File: config.mk
export PLATFORM = sky130hd
export DESIGN_NAME = iopmp_err_capture
export DESIGN_NICKNAME = d
export VERILOG_FILES = /design/src/rtl/iopmp_err_capture.sv
export SDC_FILE = /design/constraint.sdc
export NUM_CORES = 1
export LEC_CHECK = 0
export ABC_AREA = 1
export CAP_MARGIN = 5
export CORE_AREA = 4 4 191 193
export CTS_CLUSTER_DIAMETER = 40
export CTS_CLUSTER_SIZE = 28
export DETAILED_ROUTE_END_ITERATION = 12
export DIE_AREA = 0 0 195 197
export SYNTH_ARGS = -nofsm -noshare
export SYNTH_HDL_FRONTEND = slang
export SYNTH_SLANG_ARGS = --single-unit
File: constraint.sdc
create_clock -name clk -period 6 [get_ports clk]
set_clock_uncertainty 0.1 [all_clocks]
set_input_delay 1.2 -clock clk [delete_from_list [all_inputs] [get_ports clk]]
set_output_delay 1.2 -clock clk [all_outputs]
set_load 0.01 [all_outputs]
File: src/rtl/iopmp_err_capture.sv
// iopmp_err_capture: latches the first IOPMP violation into a software-visible error record
//   clk, rst                 clock, async active-high reset
//   req_valid_i              per-channel request qualifier
//   iopmp_error_report_i     per-channel checker report
//   entry_violated_index_i   per-channel violated entry index
//   err_clr_i                write-1 pulse to ERR_INFO.v
//   intr_en_i                ERR_CFG.ie
//   err_*_o                  held record, subsequent-violation flag/count
//   irq_o                    interrupt
package iopmp_err_pkg;
    parameter int SourceWidth = 8;
    typedef enum logic [2:0] {
        ERR_NONE          = 3'd0,
        ERR_ILLEGAL_READ  = 3'd1,
        ERR_ILLEGAL_WRITE = 3'd2,
        ERR_ILLEGAL_EXEC  = 3'd3,
        ERR_PARTIAL_HIT   = 3'd4,
        ERR_NOT_HIT       = 3'd5,
        ERR_UNKNOWN_RRID  = 3'd6
    } error_type;
    typedef enum logic [1:0] {
        TT_RSVD  = 2'd0,
        TT_READ  = 2'd1,
        TT_WRITE = 2'd2,
        TT_EXEC  = 2'd3
    } transaction_type;
    typedef struct packed {
        logic                   iopmp_fail;
        error_type              etype;
        transaction_type        ttype;
        logic [33:0]            reqaddr;
        logic [31:0]            reqaddrh;
        logic [SourceWidth-1:0] rrid;
        logic [8:0]             eid;
    } error_report_t;
endpackage

module iopmp_err_capture
    import iopmp_err_pkg::*;
#(
    parameter int IOPMPNumChan = 4,
    parameter int SvcWidth = 8,
    localparam int ChanIdxW = (IOPMPNumChan > 1) ? $clog2(IOPMPNumChan) : 1
) (
    input  logic                   clk,
    input  logic                   rst,
    input  logic [IOPMPNumChan-1:0] req_valid_i,
    input  error_report_t          iopmp_error_report_i [IOPMPNumChan],
    input  logic [8:0]             entry_violated_index_i [IOPMPNumChan],
    input  logic                   err_clr_i,
    input  logic                   intr_en_i,
    output logic                   err_valid_o,
    output error_type              err_etype_o,
    output transaction_type        err_ttype_o,
    output logic [33:0]            err_reqaddr_o,
    output logic [31:0]            err_reqaddrh_o,
    output logic [SourceWidth-1:0] err_rrid_o,
    output logic [8:0]             err_eid_o,
    output logic [ChanIdxW-1:0]    err_chan_o,
    output logic                   err_svc_o,
    output logic [SvcWidth-1:0]    err_svc_cnt_o,
    output logic                   irq_o
);
    // Wide enough that adding a full cycle of failures to a saturated count cannot wrap.
    localparam int SumW = SvcWidth + ChanIdxW + 1;
    localparam logic [SumW-1:0] SvcSat = SumW'((1 << SvcWidth) - 1);

    typedef enum logic {IDLE = 1'b0, HELD = 1'b1} state_t;

    state_t                state_q, state_d;
    logic [IOPMPNumChan-1:0] fail;
    logic [ChanIdxW:0]     nfail;
    logic [ChanIdxW-1:0]   win;
    logic                  capture;
    logic [SvcWidth-1:0]   svc_q, svc_d;
    logic [SumW-1:0]       sum_cap, sum_held;
    logic                  unused_report_eid;

    function automatic logic [SvcWidth-1:0] sat(input logic [SumW-1:0] v);
        return (v > SvcSat) ? SvcSat[SvcWidth-1:0] : v[SvcWidth-1:0];
    endfunction

    always_comb begin
        fail = '0;
        nfail = '0;
        win = '0;
        unused_report_eid = 1'b0;
        for (int i = 0; i < IOPMPNumChan; i++) begin
            fail[i] = req_valid_i[i] & iopmp_error_report_i[i].iopmp_fail;
            nfail = nfail + (ChanIdxW+1)'(fail[i]);
            unused_report_eid = unused_report_eid ^ (^iopmp_error_report_i[i].eid);
        end
        // Descending scan so the lowest-indexed failing channel is the last to write.
        for (int i = IOPMPNumChan - 1; i >= 0; i--) begin
            if (fail[i]) win = ChanIdxW'(i);
        end
    end

    // A clear coincident with an event behaves as clear-then-capture, so nothing is lost.
    assign capture  = (nfail != '0) && (state_q == IDLE || err_clr_i);
    assign sum_cap  = SumW'(nfail) - SumW'(1);
    assign sum_held = SumW'(svc_q) + SumW'(nfail);

    always_comb begin
        state_d = capture ? HELD : (err_clr_i ? IDLE : state_q);
        svc_d = capture ? sat(sum_cap)
              : (state_q == HELD) ? (err_clr_i ? '0 : sat(sum_held))
              : svc_q;
    end

    always_ff @(posedge clk or posedge rst) begin
        if (rst) begin
            state_q        <= IDLE;
            svc_q          <= '0;
            err_etype_o    <= ERR_NONE;
            err_ttype_o    <= TT_RSVD;
            err_reqaddr_o  <= '0;
            err_reqaddrh_o <= '0;
            err_rrid_o     <= '0;
            err_eid_o      <= '0;
            err_chan_o     <= '0;
        end else begin
            state_q <= state_d;
            svc_q   <= svc_d;
            if (capture) begin
                err_etype_o    <= iopmp_error_report_i[win].etype;
                err_ttype_o    <= iopmp_error_report_i[win].ttype;
                err_reqaddr_o  <= iopmp_error_report_i[win].reqaddr;
                err_reqaddrh_o <= iopmp_error_report_i[win].reqaddrh;
                err_rrid_o     <= iopmp_error_report_i[win].rrid;
                err_eid_o      <= entry_violated_index_i[win];
                err_chan_o     <= win;
            end
        end
    end

    assign err_valid_o   = (state_q == HELD);
    assign err_svc_cnt_o = svc_q;
    assign err_svc_o     = (svc_q != '0);
    assign irq_o         = err_valid_o & intr_en_i;
endmodule

## Word level (Yosys, flattened, before mapping)

Cells that the tools add are included.

| storage, ports and cells | value |
|---|---|
| output and inout bits | 101 |
| register bits after elaboration | 99 |

| operators by class | value |
|---|---|
| bitwise gates (word level) | 7 |
| reduce and logical (&&, ||, !) cells | 6 |
| $lt $le $gt $ge | 3 |
| muxes and demuxes | 17 |
| add/subtract/negate cells | 5 |

Operators with widths:

| kind | number |
|---|---|
| $bmux 89 s2 | 1 |
| $mux 88 | 2 |
| $mux 8 | 5 |
| $bmux 9 s2 | 1 |
| $mux 9 | 2 |
| $gt 11x8->1 const B | 1 |
| $add 8x3->9 | 1 |
| $gt 9x8->1 const B | 1 |
| $mux 2 | 4 |
| $reduce_bool 8->1 | 1 |
| $and 1x1->1 | 5 |
| $reduce_bool 2->1 | 2 |
| $sub 3x1->4 const B | 1 |
| $add 2x1->3 | 1 |
| $add 3x1->3 | 1 |
| $ge 3x3->1 const B | 1 |
| $not 2->3 | 1 |
| $reduce_bool 3->1 | 1 |
| $add 1x1->2 | 1 |
| $mux 1 | 2 |
| $logic_and 1x1->1 | 1 |
| $logic_or 1x1->1 | 1 |
| $not 1->1 | 1 |

## Longest topological paths before layout

Gate-level depths: netlist (run 1).

| logic depth | value |
|---|---|
| depth after elaboration | 10 |
| gate-level depth with buffers | 15 |
| gate-level depth less buffers | 13 |

## Least setup slack after synthesis (run 1)

No wires, ideal clock.

| timing path | value |
|---|---|
| path kind | in2reg |
| from | input port req_valid_i[0] |
| to | register err_reqaddr_o[0] |
| cell stages on the path | 14 |
| data arrival time | 3.706 ns |
| path slack | 2.128 ns |
| required time | 5.834 ns |
| path through | nand2_2 clkbuf_1 fa_1 inv_1 ha_1 ha_1 inv_1 ha_1 ha_1 nor2_1 buf_2 buf_1 nand2_1 nand2_1 |

| on the way | value |
|---|---|
| cells in the longest elaborated chain, start to end | 6 |
| elaborated cells on any way between the ends | 11 |

Ends and longest elaborated chain:

| element | RTL line | source |
|---|---|---|
| start, declared | 47 | `input logic [IOPMPNumChan-1:0] req_valid_i,` |
| $and 1x1->1 * | 89 | `fail[i] = req_valid_i[i] & iopmp_error_report_i[i].iopmp_fail;` |
| $add 1x1->2 or $mux 2 (tied branches) | 90, 95 |  |
| $add 2x1->3 or $not 2->3 (tied branches) | 90, 128 |  |
| $add 3x1->3 or $bmux 89 s2 (tied branches) | 90, 128 |  |
| $reduce_bool 3->1 or $mux 88 (tied branches) | -- |  |
| $logic_and 1x1->1 or $mux 88 (tied branches) | -- |  |
| end signal, assigned | 128 | `err_reqaddr_o <= iopmp_error_report_i[win].reqaddr;` |
| end, declared | 55 | `output logic [33:0] err_reqaddr_o,` |

Every way passes the cells marked *; elsewhere a longest branch is shown, timed or not. The select of a mux whose other input is x is not followed.
A chain may end at the register's enable or synchronous reset.

## Worst setup path after layout (run 1)

| timing path | value |
|---|---|
| from | input port req_valid_i[1] |
| to | register svc_q[1], in the netlist err_svc_cnt_o[1] |

| on the way | value |
|---|---|
| cells in the longest elaborated chain, start to end | 10 |
| elaborated cells on any way between the ends | 16 |

Ends and longest elaborated chain:

| element | RTL line | source |
|---|---|---|
| $and 1x1->1 * | 89 |  |
| $add 1x1->2 * | 90 | `nfail = nfail + (ChanIdxW+1)'(fail[i]);` |
| $add 2x1->3 * | 90 |  |
| $add 3x1->3 * | 90 |  |
| $add 8x3->9 | 102 | `assign sum_held = SumW'(svc_q) + SumW'(nfail);` |
| $gt 9x8->1 | 80 | `return (v > SvcSat) ? SvcSat[SvcWidth-1:0] : v[SvcWidth-1:0];` |
| $mux 8 | 80 |  |
| $mux 8 (2 in a row) | 107 | `: (state_q == HELD) ? (err_clr_i ? '0 : sat(sum_held))` |
| $mux 8 | 106 | `svc_d = capture ? sat(sum_cap)` |
| end signal, assigned | 124 | `svc_q <= svc_d;` |
| end, declared | 75 | `logic [SvcWidth-1:0] svc_q, svc_d;` |

Marked as above.

==> results of run 1 <==
[layout by cell type (no fill, tap or decap), types with 2 or more instances in the layout]
| master | n |
|---|---|
| clkbuf_8 | 2 |
| buf_4 | 8 |
| nor4_1 | 2 |
| nand3_1 | 189 |
| nor2_4 | 2 |
| fa_1 | 2 |
| nand2_8 | 2 |
| inv_1 | 371 |
| dfrtp_1 | 99 |
| nand2_2 | 3 |
| clkdlybuf4s50_1 | 464 |
| a21oi_1 | 90 |
| clkinv_2 | 3 |
| nor2_1 | 4 |
| nand2_1 | 644 |
| o21ai_0 | 9 |
| clkbuf_16 | 9 |
| ha_1 | 9 |
[where the power goes]
group / internal (mW) / leakage (nW) / switching (mW)
Clock: 0.347 / 0.153 / 0.275
Combinational: 0.894 / 6.39 / 0.852
Sequential: 0.922 / 1.22 / 0.174
Total: 2.16 / 7.76 / 1.30
[through the flow]
stage | std cells | util
floorplan | 1524 | -
global placement | 2366 | 0.387
detailed placement | 2366 | 0.387
CTS | 2382 | 0.396
global route | 2382 | 0.396
finish | 2382 | 0.396
[logic make-up after synthesis]
logic type                 count (synthesis)  share of synthesized area
and+or+nand+nor                          850                      0.409
DFF                                       99                      0.292
buffers and inverters                    460                      0.219
xor gates and xnor gates                   1                    0.00103
adders and majority gates                 11                     0.0180
AOI/OAI and AO/OA                        103                     0.0617
[worst paths after layout]
check / end / slack (ps)
max: err_svc_cnt_o[1] / 1540
min: err_rrid_o[1] / 380
max reg2reg: err_svc_cnt_o[1] / 3860
min reg2reg: err_rrid_o[1] / 380
max in group asynchronous: err_reqaddr_o[30] / 3470
min in group asynchronous: err_reqaddrh_o[1] / 1300
[state kept, by name (all words and copies together), names as in the netlist]
| name | flops |
|---|---|
| err_chan_o | 2 |
| err_eid_o | 9 |
| err_etype_o | 3 |
| err_reqaddr_o | 34 |
| err_reqaddrh_o | 32 |
| err_rrid_o | 8 |
| err_svc_cnt_o | 8 |
| err_ttype_o | 2 |
| err_valid_o | 1 |
[cell type report]
type,instances,area [um2],share of cell area
clock inverter,4,48.8,0.00357
timing repair buffer,473,4720,0.345
tap,455,569,0.0416
sequential,99,2480,0.181
inverter,374,1410,0.103
multi-input combinational,965,4200,0.307
clock buffer,12,256,0.0187
[layer usage]
metal	vias to the layer above	wire (um)
met3	49	2720
met1	4547	14000
met5	-	0
li1	5241	-
met2	375	16600
met4	0	941
[worst min-delay path, stage by stage (launching register included)]
cell,delay (ps)
dfrtp_1,340
nand2_1,50
nand2_1,50
==> impl_results.md, run 1 <==
* Status: finished clean
* CP Capture Type: register
* First-pass GRT wire length at 53,100 um
* Design Area, Final at 0.0137 mm2
* Post-placement setup slack at 1090 ps
* Via count at 10,212
* Critical R2R Launch: err_valid_o
* Worst r2r path cells at 7
* Layout net count at 2,333
* CP Max Fanout at 43
* Synth area leaders: dfrtp_1 (29%), nand2_1 (28%), inv_1 (16%), nand3_1 (11%), a21oi_1 (5.3%)
* # resized after CTS at 0
* Crit Path Category: in2reg
* PnR worst setup slack at 1540 ps
* Fmax achieved at 224 MHz
* Most common cell in the netlist: nand2_1
* Avg Cell Area, Syn at 5.57 um2
* H-tree level count at 3
* Max IR drop VDD at 0.125 mV
* Hold buffers post-CTS at 0
* Levels on crit path at 15
* Hold path start: err_rrid_o[1]
* Number of synthesized flops with an enable pin at 0
* Vias/cell at 4.29
* Die height at 197 um
* Syn nets at 1,935
* Ys async rst share at 1.00
* Critical path origin: req_valid_i[1]
* Top FF cell, synth: dfrtp_1
* GRT overflow at 0
* Number of library cell types mapped by synthesis at 27
* DP Area at 0.0134 mm2
* TritonCTS clock tree: done
* Clock tree buffer depth at 2
* Total clock sinks at 99
* Gr busiest metal: met2
* Row Count at 68
* Pwr Density at 253 mW/mm2
* Synth area leader: dfrtp_1
* CTS buffer count at 9
* Final critical-path share of the clock period at 0.743
* Setup TNS at 0 ps
* Pre-antenna DRT Iters at 7
* CP max stage cell: fa_1
* Residual DRC count at 0
* Clock period minus worst slack at 4460 ps
* # port buffers at 464
* Grt met2 use at 0.296
* Total GRT Usage at 0.170
* Share of cells above drive strength 1 at 0.0187
* Slew margin rel. at 0.230
* Worst setup SP type: primary input
* Maxcap violations at 0
* Hold path depth at 2
* Met3 Use GR at 0.0432
* Crit path DAT at 4590 ps
* Die X-Extent at 195 um
* Post-Synthesis Cells at 1,524
* DPL Wire Length at 24,700 um
* Register clock-pin slew on the reported worst setup and hold paths at 70 ps
* Core Area at 0.0345 mm2
* Filler cells at 3,749
* Syn-to-layout area delta at 61.1%
* Hold Fails Final Rpt at 0
* Hold Worst Slack at 376 ps
* GP Congestion at 0.924
* Yosys reg bits at 99
* Starting density of the core at 0.246
* Hold Path Class: reg2reg
* Detail Route Antenna Nets at 0
* LEAKAGE at 7.76 nW
* RSZ-0062 raised after global routing: false
* Final setup fails at 0
* Antenna violations before repair at 0
* Root buf cell: clkbuf_16
* Pin slew with the least headroom to its limit at 1160 ps
* Final Slew Violations at 0
* Later-pin clock latency in the skew report at 350 ps
* Worst path required time at 6140 ps
* Critical path's largest stage delay at 530 ps
* Vias in the first global route at 9,849
* Number of synthesis warnings at 0
* Die area at 0.0384 mm2
* CP most frequent cell: ha_1
* Setup bufs post-CTS at 0
* WL final at 34,300 um
* Post-synth top cells: nand2_1 (644), inv_1 (373), nand3_1 (189)
* Post-Syn Area at 0.00849 mm2
* Seq/Total Area, Yosys at 0.292
* Largest net degree at the start of global routing at 178
* Pwr Total at 3.46 mW
* Critical path buffer and inverter count at 4
* WL/cell at 14.4 um
* Critical path's top delay family: adder cells
* Met1 Use GR at 0.205
* Antenna diodes at 0
* Initial DRC Count at 488
* Crit-path cells: clkdlybuf4s50_1, nand2_2, fa_1, inv_1, ha_1, ha_1, inv_1, ha_1, ha_1, nor2_4, buf_4, nor2_1, nand2_1, o21ai_0, o21bai_1
* Ports at 501
* Synth top area share at 0.292
(Power assumes the default switching activity.)
==> run 2, diff against run 1 <==
==> constraint.sdc (replaced) <==
create_clock -name clk -period 3.6 [get_ports clk]
set_clock_uncertainty 0.1 [all_clocks]
set_input_delay 0.72 -clock clk [delete_from_list [all_inputs] [get_ports clk]]
set_output_delay 0.72 -clock clk [all_outputs]
set_load 0.01 [all_outputs]
==> run 2 against run 1 <==
Non-clock buffer count is 22 higher. Sequential share of layout area down 0.42 points. Via count decreased by 0.94%.
==> impl_results.md, run 2 (synthesis results as in run 1) <==
* Status: finished clean
* Share of cells above drive strength 1 at 0.0298 (+0.0111)
* Row Count at 68 (unchanged)
* # resized after CTS at 0 (unchanged)
* RSZ-0062 raised after global routing: false
* Detail Route Antenna Nets at 0 (unchanged)
* Layout net count at 2,355 (+0.94%)
* Maxcap violations at 0 (unchanged)
* Core Area at 0.0345 mm2 (unchanged)
* PnR worst setup slack at 130 ps (-1410 ps)
* Syn-to-layout area delta at 64.9%
* Final setup fails at 0 (unchanged)
* # port buffers at 464 (unchanged)
* Max reg flops at 34 (unchanged)
* GP Congestion at 0.947 (+2.6%)
* Slew margin rel. at 0.345 (+0.116)
* Pwr Density at 431 mW/mm2 (+70%)
* Largest net degree at the start of global routing at 93 (-48%)
* Crit Path Category: in2reg
* Design Area, Final at 0.0140 mm2 (+2.4%)
* Max IR drop VDD at 0.250 mV (+100%)
* Crit-path cells: clkdlybuf4s50_1, nand2_2, fa_1, inv_1, ha_1, ha_1, inv_1, ha_1, ha_1, nor2_4, clkinv_2, buf_12, nand2_1, nand2_1
* Total GRT Usage at 0.170 (+0.000371)
* Hold Worst Slack at 377 ps (+0.793 ps)
* Crit path DAT at 3620 ps (-970 ps)
* Total clock sinks at 99 (unchanged)
* CP max stage cell: fa_1
* LEAKAGE at 7.92 nW (+2.1%)
* CP most frequent cell: ha_1
* Ports at 501 (unchanged)
* Most frequent cells in the layout: nand2_1 (644), clkdlybuf4s50_1 (464), inv_1 (371), nand3_1 (189), dfrtp_1 (99)
* GRT overflow at 0 (unchanged)
* Initial DRC Count at 462 (-5.3%)
* Fin util at 0.405 (+0.00942)
* Via count at 10,116 (-0.94%)
* Antenna diodes at 0 (unchanged)
* Critical path buffer and inverter count at 5 (+1)
* Flop2flop setup slack at 1630 ps (-2230 ps)
* Starting density of the core at 0.246 (unchanged)
* WL/cell at 14.3 um (-0.38%)
* Hold path start: err_reqaddr_o[11]
* Pre-antenna DRT Iters at 5 (-2)
* Sw frac at 0.363 (-0.0128)
* WL final at 34,500 um (+0.54%)
* Switching pwr at 2.19 mW (+69%)
* Fmax achieved at 288 MHz
* Hold Path Class: reg2reg
* Final critical-path share of the clock period at 0.964
* First-pass GRT wire length at 52,700 um (-0.87%)
* Post-placement setup slack at -276 ps (-1370 ps)
* Root buf cell: clkbuf_16
* Largest registers: err_reqaddr_o x34, err_reqaddrh_o x32, err_eid_o x9
* Die area at 0.0384 mm2 (unchanged)
* Part of the power in registers at 0.303 (-0.014)
* Vias/cell at 4.21 (-1.8%)
* CTS buffer count at 9 (unchanged)
* Critical path's largest stage delay at 540 ps (about the same)
* Worst setup SP type: primary input
* Residual DRC count at 0 (unchanged)
* Internal at 3.85 mW (+78%)
* Die height at 197 um (unchanged)
* Die X-Extent at 195 um (unchanged)
* DP Area at 0.0136 mm2 (+1.9%)
* Critical path's top delay family: adder cells
* Worst r2r path cells at 8 (+1)
* Pin slew with the least headroom to its limit at 982 ps (-173 ps)
* Critical R2R Launch: err_svc_cnt_o[0]
* Final Slew Violations at 0 (unchanged)
* Antenna violations before repair at 1 (+1)
* Register clock-pin slew on the reported worst setup and hold paths at 70 ps (about the same)
* Hold path depth at 2 (unchanged)
* Clock period minus worst slack at 3470 ps
* TritonCTS clock tree: done
* Clock Power Share at 0.202 (+0.023)
* Commonest non-fill, non-tap cell in the layout: nand2_1
* Reg with most FFs: err_reqaddr_o
* Later-pin clock latency in the skew report at 350 ps (about the same)
* Filler cells at 3,676 (-1.9%)
* Clock tree buffer depth at 2 (unchanged)
* Reg2reg end: err_svc_cnt_o[0]
* Hold Fails Final Rpt at 0 (unchanged)
* CP Max Fanout at 54 (+26%)
* DPL Wire Length at 25,900 um (+4.9%)
* Worst Hold Path EP: err_reqaddr_o[11]
* Worst path required time at 3750 ps (-2390 ps)
* CP Capture Type: register
* Vias in the first global route at 9,712 (-1.4%)
* H-tree level count at 3 (unchanged)
* Logic gate share of total power at 0.495 (-0.009)
==> run 2: cell types whose count changed in the layout (fill, tap and decap cells not counted), moves of 2 or more <==
cell | before | now
buf_12 | 1 | 9
buf_4 | 8 | 22
clkbuf_8 | 2 | 0
bufinv_16 | 1 | 4
clkinv_2 | 3 | 1
==> run 2: tightest hold or removal path: stages (launching register included) <==
cell and delay (ps):
dfrtp_1 340, nand2_1 60, nand2_1 50
==> run 2: layer usage <==
| layer | part of all wire | GRT usage | wire length, um |
|---|---|---|---|
| met5 | 0.00038 | 0 | 13 |
| met4 | 0.027 | 0.0546 | 918 |
| met3 | 0.074 | 0.0417 | 2540 |
| met2 | 0.49 | 0.297 | 16700 |
| met1 | 0.41 | 0.208 | 14300 |
==> run 2: how the worst max path moves through the flow <==
stage | from | to | slack, ps | depth (start not counted)
finish | req_valid_i[3] | err_reqaddrh_o[7] | 130 | 14
global route | req_valid_i[3] | err_reqaddrh_o[7] | 2 | 14
floorplan | rst | err_chan_o[0] | 190 | 1
detailed placement | req_valid_i[3] | err_reqaddrh_o[7] | -280 | 14
global placement | req_valid_i[3] | err_rrid_o[7] | -210 | 14
CTS | req_valid_i[3] | err_reqaddrh_o[7] | 110 | 14
==> run 2: power by group through the flow <==
stage | Combinational, mW | Sequential [mW] | Clock [mW]
6_report | 2.99 | 1.83 | 1.22
5_1_grt | 3.29 | 1.89 | 1.32
4_1_cts | 3.04 | 1.84 | 1.27
3_5_place_dp | 3.04 | 1.84 | 0
3_3_place_gp | 3.02 | 1.84 | 0
2_1_floorplan | 1.09 | 2.01 | 0
==> run 2: per-stage QoR <==
stage	TNS, ps	power, mW	std cells
final	0	6.04	2404
after floorplan	0	3.09	1524
after global routing	0	6.50	2404
after detailed placement	-22650	4.88	2387
after global placement	-17510	4.86	2387
after CTS	0	6.15	2403
==> run 2: repair_timing <==
action | in CTS | in global routing
buffers inserted | 0 | 1
setup endpoints to repair | 0 | 7
hold buffers | 0 | 0
==> run 2: cell type report <==
cell class              instances  area, um2  area share
well taps                     455        569      0.0406
clock inverters                 6        136     0.00974
flip-flops and latches         99       2480       0.177
inverters                     374       1410       0.100
multi-input cells             965       4200       0.300
repair buffers                495       4990       0.356
clock buffers                  10        229      0.0163
